<file path="config.mk">
export PLATFORM = sky130hd
export DESIGN_NAME = spad_ctl
export DESIGN_NICKNAME = d
export VERILOG_FILES = /design/src/rtl/spad_pkg.sv /design/src/rtl/spad_bemask.sv /design/src/rtl/spad_ctl.sv
export SDC_FILE = /design/constraint.sdc
export NUM_CORES = 1
export LEC_CHECK = 0
export CAP_MARGIN = 30
export CORE_AREA = 2 2 112 114
export CTS_BUF_LIST = sky130_fd_sc_hd__clkbuf_16
export DETAILED_ROUTE_END_ITERATION = 8
export DIE_AREA = 0 0 114 116
export PLACE_DENSITY = 0.78
export SYNTH_ARGS = -nofsm -noshare
export SYNTH_HDL_FRONTEND = slang
export SYNTH_HIERARCHICAL = 1
export SYNTH_SLANG_ARGS = --single-unit
</file>
<file path="constraint.sdc">
create_clock -name clk -period 1.5 [get_ports clk]
set_input_delay 0.225 -clock clk [delete_from_list [all_inputs] [get_ports clk]]
set_output_delay 0.225 -clock clk [all_outputs]
set_load 0.05 [all_outputs]
</file>
<file path="src/rtl/spad_pkg.sv">
// Shared types and constants for the DPM scratchpad access controller.
package spad_pkg;

    localparam int unsigned SPAD_DEPTH = 16;
    localparam int unsigned SPAD_AW    = 4;
    localparam int unsigned SPAD_DW    = 32;
    localparam int unsigned SPAD_BW    = 4;

    localparam logic [1:0] SPAD_LEN_BYTE = 2'b00;
    localparam logic [1:0] SPAD_LEN_WORD = 2'b01;
    localparam logic [1:0] SPAD_LEN_LONG = 2'b10;

    typedef enum logic {
        ST_IDLE  = 1'b0,
        ST_BURST = 1'b1
    } spad_state_e;

endpackage

</file>
<file path="src/rtl/spad_bemask.sv">
// Byte-enable mask and write-data alignment for microcode accesses.
// The mask is shifted without wrap, so lanes pushed past byte 3 are dropped.
module spad_bemask
    import spad_pkg::*;
(
    input  logic [1:0]  len_h,
    input  logic [1:0]  bofs_h,
    input  logic [31:0] wdata_h,
    output logic [3:0]  mask_h,
    output logic [31:0] data_h
);

    logic [3:0] base_mask;

    // Base mask by length; the unused 11 encoding is treated as longword.
    always_comb begin
        base_mask = 4'b1111;
        case (len_h)
            SPAD_LEN_BYTE: base_mask = 4'b0001;
            SPAD_LEN_WORD: base_mask = 4'b0011;
            default:       base_mask = 4'b1111;
        endcase
        mask_h = 4'(base_mask << bofs_h);
        data_h = wdata_h << {bofs_h, 3'b000};
    end

endmodule

</file>
<file path="src/rtl/spad_ctl.sv">
// Scratchpad access controller: arbitrates microcode (U) and service (S)
// ports onto the 16x32 temporary register bank with a starvation guard for S.
// Optional feature: define SPAD_BURST_EN for multi-beat S bursts; without it
// every S request is a single longword beat.
module spad_ctl
    import spad_pkg::*;
#(
    parameter int unsigned STARVE_LIMIT = 4
)
(
    input  logic        clk,
    input  logic        reset_l,
    input  logic        u_req_h,
    input  logic        u_we_h,
    input  logic [3:0]  u_addr_h,
    input  logic [1:0]  u_len_h,
    input  logic [1:0]  u_bofs_h,
    input  logic [31:0] u_wdata_h,
    output logic        u_gnt_h,
    input  logic        s_req_h,
    input  logic        s_we_h,
    input  logic [3:0]  s_addr_h,
    input  logic [3:0]  s_cnt_h,
    input  logic [31:0] s_wdata_h,
    output logic        s_ack_h,
    output logic        s_busy_h,
    output logic        s_done_h,
    output logic [3:0]  mspa_h,
    output logic [3:0]  spw_l,
    output logic        mcs_tmp_l,
    output logic [31:0] wbus_h,
    input  logic [31:0] mbus_l,
    output logic [31:0] rdata_h,
    output logic        rvalid_h,
    output logic        rsrc_h
);

    spad_state_e state_q, state_d;
    logic [3:0]  starve_q, starve_d;
    logic        s_we_q, s_we_d;
    logic [3:0]  ptr_q, ptr_d;
`ifdef SPAD_BURST_EN
    logic [3:0]  cnt_q, cnt_d;
`else
    logic [3:0]  unused_s_cnt;
    assign unused_s_cnt = s_cnt_h;
`endif
    logic [3:0]  mspa_q, mspa_d;
    logic [3:0]  spw_q, spw_d;
    logic        mcs_q, mcs_d;
    logic [31:0] wbus_q, wbus_d;
    logic        rd_pend_q, rd_pend_d;
    logic        rd_src_q, rd_src_d;
    logic [31:0] rdata_q, rdata_d;
    logic        rvalid_q, rvalid_d;
    logic        rsrc_q, rsrc_d;

    logic        gnt_u, gnt_s, done_c, s_pend;
    logic [3:0]  u_mask;
    logic [31:0] u_data;

    spad_bemask u_bemask (
        .len_h   (u_len_h),
        .bofs_h  (u_bofs_h),
        .wdata_h (u_wdata_h),
        .mask_h  (u_mask),
        .data_h  (u_data)
    );

    // Arbitration, burst sequencing and next RAM cycle controls.
    always_comb begin
        state_d   = state_q;
        starve_d  = starve_q;
        s_we_d    = s_we_q;
        ptr_d     = ptr_q;
`ifdef SPAD_BURST_EN
        cnt_d     = cnt_q;
`endif
        mspa_d    = mspa_q;
        spw_d     = 4'b1111;
        mcs_d     = 1'b1;
        wbus_d    = wbus_q;
        rd_pend_d = 1'b0;
        rd_src_d  = rd_src_q;
        gnt_u     = 1'b0;
        gnt_s     = 1'b0;
        done_c    = 1'b0;
        s_pend    = (state_q == ST_BURST);

        if (s_pend && (starve_q >= 4'(STARVE_LIMIT))) begin
            gnt_s = 1'b1;
        end else if (u_req_h) begin
            gnt_u = 1'b1;
        end else if (s_pend) begin
            gnt_s = 1'b1;
        end

        if (gnt_s) begin
            starve_d = 4'd0;
        end else if (s_pend) begin
            starve_d = starve_q + 4'd1;
        end

        if (state_q == ST_IDLE && s_req_h) begin
            state_d  = ST_BURST;
            starve_d = 4'd0;
            s_we_d   = s_we_h;
            ptr_d    = s_addr_h;
`ifdef SPAD_BURST_EN
            cnt_d    = s_cnt_h;
`endif
        end

        if (gnt_u) begin
            mcs_d  = 1'b0;
            mspa_d = u_addr_h;
            if (u_we_h) begin
                spw_d  = ~u_mask;
                wbus_d = u_data;
            end else begin
                rd_pend_d = 1'b1;
                rd_src_d  = 1'b0;
            end
        end

        if (gnt_s) begin
            mcs_d  = 1'b0;
            mspa_d = ptr_q;
            if (s_we_q) begin
                spw_d  = 4'b0000;
                wbus_d = s_wdata_h;
            end else begin
                rd_pend_d = 1'b1;
                rd_src_d  = 1'b1;
            end
`ifdef SPAD_BURST_EN
            ptr_d = ptr_q + 4'd1;
            if (cnt_q == 4'd0) begin
                state_d = ST_IDLE;
                done_c  = 1'b1;
            end else begin
                cnt_d = cnt_q - 4'd1;
            end
`else
            state_d = ST_IDLE;
            done_c  = 1'b1;
`endif
        end
    end

    // Read data capture at the end of the RAM cycle.
    always_comb begin
        rdata_d  = rdata_q;
        rsrc_d   = rsrc_q;
        rvalid_d = rd_pend_q;
        if (rd_pend_q) begin
            rdata_d = ~mbus_l;
            rsrc_d  = rd_src_q;
        end
    end

    // State and datapath registers.
    always_ff @(posedge clk or negedge reset_l) begin
        if (!reset_l) begin
            state_q   <= ST_IDLE;
            starve_q  <= 4'd0;
            s_we_q    <= 1'b0;
            ptr_q     <= 4'd0;
`ifdef SPAD_BURST_EN
            cnt_q     <= 4'd0;
`endif
            mspa_q    <= 4'd0;
            spw_q     <= 4'b1111;
            mcs_q     <= 1'b1;
            wbus_q    <= 32'd0;
            rd_pend_q <= 1'b0;
            rd_src_q  <= 1'b0;
            rdata_q   <= 32'd0;
            rvalid_q  <= 1'b0;
            rsrc_q    <= 1'b0;
        end else begin
            state_q   <= state_d;
            starve_q  <= starve_d;
            s_we_q    <= s_we_d;
            ptr_q     <= ptr_d;
`ifdef SPAD_BURST_EN
            cnt_q     <= cnt_d;
`endif
            mspa_q    <= mspa_d;
            spw_q     <= spw_d;
            mcs_q     <= mcs_d;
            wbus_q    <= wbus_d;
            rd_pend_q <= rd_pend_d;
            rd_src_q  <= rd_src_d;
            rdata_q   <= rdata_d;
            rvalid_q  <= rvalid_d;
            rsrc_q    <= rsrc_d;
        end
    end

    assign u_gnt_h   = gnt_u;
    assign s_ack_h   = gnt_s;
    assign s_done_h  = done_c;
    assign s_busy_h  = (state_q == ST_BURST);
    assign mspa_h    = mspa_q;
    assign spw_l     = spw_q;
    assign mcs_tmp_l = mcs_q;
    assign wbus_h    = wbus_q;
    assign rdata_h   = rdata_q;
    assign rvalid_h  = rvalid_q;
    assign rsrc_h    = rsrc_q;

endmodule

</file>
==> run summary <==
Status: finished, violations left
Failing checks: negative setup slack
RSZ-0062 raised after global routing: true
Most frequent cells in the layout: 112 x clkdlybuf4s50_1, 92 x buf_4, 79 x dfrtp_1, 64 x mux2i_1, 34 x inv_1
Clk sinks: 87
Synth warnings: 6
Largest net degree at the start of global routing: 37
Antenna Cells: 0
Clk_skew: 0.00760 ns
Max incr delay on CP: 0.43 ns
Post-synthesis cell count: 434
Share of cells above drive strength 1: 28.1%
Port bufs: 192
Netlist cell types: 37
Fill cells: 932
Worst vdd ir: 592 uV
Commonest non-fill, non-tap cell in the layout: clkdlybuf4s50_1
Top cells by area, synth: dfrtp_1 46%, mux2i_1 14%, a31oi_1 4.5%, nand4_1 4.5%, o21ai_0 3.9%
Initial antenna violation count: 0
CTS Buf Count: 9
Via-to-Cell Ratio: 5.50
Fin crit share: 112%
WP data arrival: 1.89 ns
Number of nets in the layout: 772
Layout area overhead: 68.5%
Initial DRC Count: 285
Max Slew Vio Count: 0
CP Cell Sequence: or3b_4, buf_4, buf_6, nand3_4, clkbuf_16, a31oi_1
Critical path endpoint: wbus_h[29]
R2r endpoint: wbus_h[29]
Worst-path clk slew: 0.07 ns
Number of buffers and inverters on the critical path: 3
H-Tree Depth: 3
Max-cap violation count: 0
Vias: 4431
DRC viols: 0
Kind of launch point of the worst setup path: flip-flop
Row count: 40
Kind of cell adding the most delay to the critical path: simple AND/OR/NAND/NOR gates
Die area: 13200 sq um
1st-pass router iterations: 5
HPWL Detailed: 10.5 mm
Final hold violation count: 0
Core Area: 11900 sq um
Slowest cell on the critical path: dfrtp_2
Reg-to-reg slack, setup: -0.18 ns
Final setup margin: -0.176 ns
Seq/Total Area, Yosys: 49.0%
Max Fclk: 0.597 GHz
Power per standard cell area: 1390 nW/um^2
Pleak: 3.38 nW
GPL Wtd Cong: 0.813
Slew margin rel.: 71.0%
Clk_lat worst skew: 0.34 ns
First-pass GRT wire length: 22.6 mm
Clk root buf: clkbuf_16
Worst Path Required: 1.71 ns
CTS tree: built
WP depth: 6
Reg2Reg Depth: 6
Clock Path Buffers: 2
Total track usage: 21.8%
Final core occ: 63.0%
Syn Area/Cell: 10.3 sq um
Hold WS: 0.383 ns
Initial Utilization: 37.4%
Die height: 116 um
IO Pins: 197
WL final: 16.2 mm
Crit path max fanout: 8
Final setup fails: 39
Dominant cell type by area after synthesis: dfrtp_1
Setup_tns: -5.77 ns
Period minus WS final: 1.68 ns
Die W: 114 um
HP Class: in -> async
Post-synth top area share: 46.1%
Register area: 2190 sq um
Slew @ Worst Pin: 0.436 ns
Wire length per cell: 20.1 um
CP endpoint kind: flip-flop
RR Startpoint: starve_q[3]
CP Class: reg -> reg
Area occupied by multi-input gates: 2030 sq um
Pre-CTS WS: -0.255 ns
Antenna Nets Post-Route: 0
Mapped Area: 4460 sq um
Mapped Nets: 553
Synth Register Bits: 87
Worst setup path startpoint: starve_q[3]
Global route total overflow: 0
Vias in the first global route: 4393
==> synthesized netlist by cell type <==
cell	count
dfrtp_1	82
mux2i_1	64
o21ai_0	35
inv_1	34
nor3_1	33
a31oi_1	32
nand4_1	32
nor2_1	16
buf_2	15
clkbuf_1	14
and2_1	13
o2bb2ai_1	7
mux2_2	6
a21oi_1	5
buf_4	5
dfstp_2	5
a211o_1	4
buf_6	4
o221a_2	4
nand2_1	3
nor2b_1	3
a32o_1	2
clkbuf_2	2
a211oi_1	1
a21o_1	1
a22o_1	1
buf_1	1
ha_1	1
nand2_2	1
nand2b_1	1
nand3_2	1
nor3b_4	1
o21a_1	1
o21ai_1	1
o22ai_1	1
o32ai_1	1
or3b_1	1
==> layer usage <==
layer / GRT usage, % / share of wire [%]
met2: 37.6 / 48
met3: 4.13 / 8.2
met4: 7.32 / 2.0
met1: 27.6 / 42
met5: 0 / 0
==> report_power, final <==
group / internal, W / total [W] / switching [W]
Combinational: 0.00183 / 0.00473 / 0.00290
Clock: 0.00145 / 0.00240 / 0.000947
Sequential: 0.00291 / 0.00331 / 0.000397
==> registers in the layout, summed over array words and instances (netlist names) <==
name       flops
s_we_q         1
rd_src_q       1
s_busy_h       1
starve_q       4
mcs_tmp_l      1
mspa_h         4
wbus_h        32
rd_pend_q      1
rdata_h       32
ptr_q          4
spw_l          4
rsrc_h         1
rvalid_h       1
==> worst min path at each step <==
stage,from,endpoint,slack [ns],depth (start not counted)
after floorplan,reset_l,mspa_h[0],-0.07,0
after CTS,reset_l,rdata_h[20],0.39,2
after global routing,reset_l,mspa_h[1],0.42,2
after detailed placement,reset_l,rdata_h[20],0.20,1
final,reset_l,mspa_h[0],0.38,2
after global placement,reset_l,rdata_h[20],0.19,1
==> kinds of logic after synthesis <==
logic type,after synthesis,synth area share [%]
AO/OA/AOI/OAI,96,13.8
buffers and inverters,75,7.89
adder cells (fa/ha/maj),1,0.281
flip-flops,87,49.0
AND/OR/NAND/NOR,105,13.2
multiplexers,70,15.9
==> through the flow <==
| stage | instances | total power, W | cell area [sq um] |
|---|---|---|---|
| 4_1_cts | 792 | 0.0103 | 7200 |
| 3_5_place_dp | 770 | 0.00785 | 6780 |
| 6_report | 805 | 0.0104 | 7510 |
| 2_1_floorplan | 434 | 0.00595 | 4460 |
| 3_3_place_gp | 770 | 0.00776 | 6780 |
| 5_1_grt | 805 | 0.0108 | 7510 |
==> worst reg2reg max path: stages (launching register included) <==
cell and delay, ns:
dfrtp_2 0.43, or3b_4 0.41, buf_4 0.16, buf_6 0.12, nand3_4 0.15, clkbuf_16 0.20
a31oi_1 0.09
==> layout make-up <==
class | count | area share, %
Clock buffer | 9 | 3.00
Clock inverter | 7 | 1.20
Inverter | 34 | 1.75
Multi-Input combinational cell | 272 | 27.0
Sequential cell | 87 | 29.1
Tap cell | 147 | 2.45
Timing Repair Buffer | 249 | 35.4
==> repair_timing <==
action	CTS	global route
resized for setup	8	19
endpoints found under the setup margin	3	43
buffers inserted	4	5
gates cloned	1	8
endpoints found under the hold margin	26	0
hold buffers	1	0
pin swaps	3	3
(Power assumes the default switching activity.)
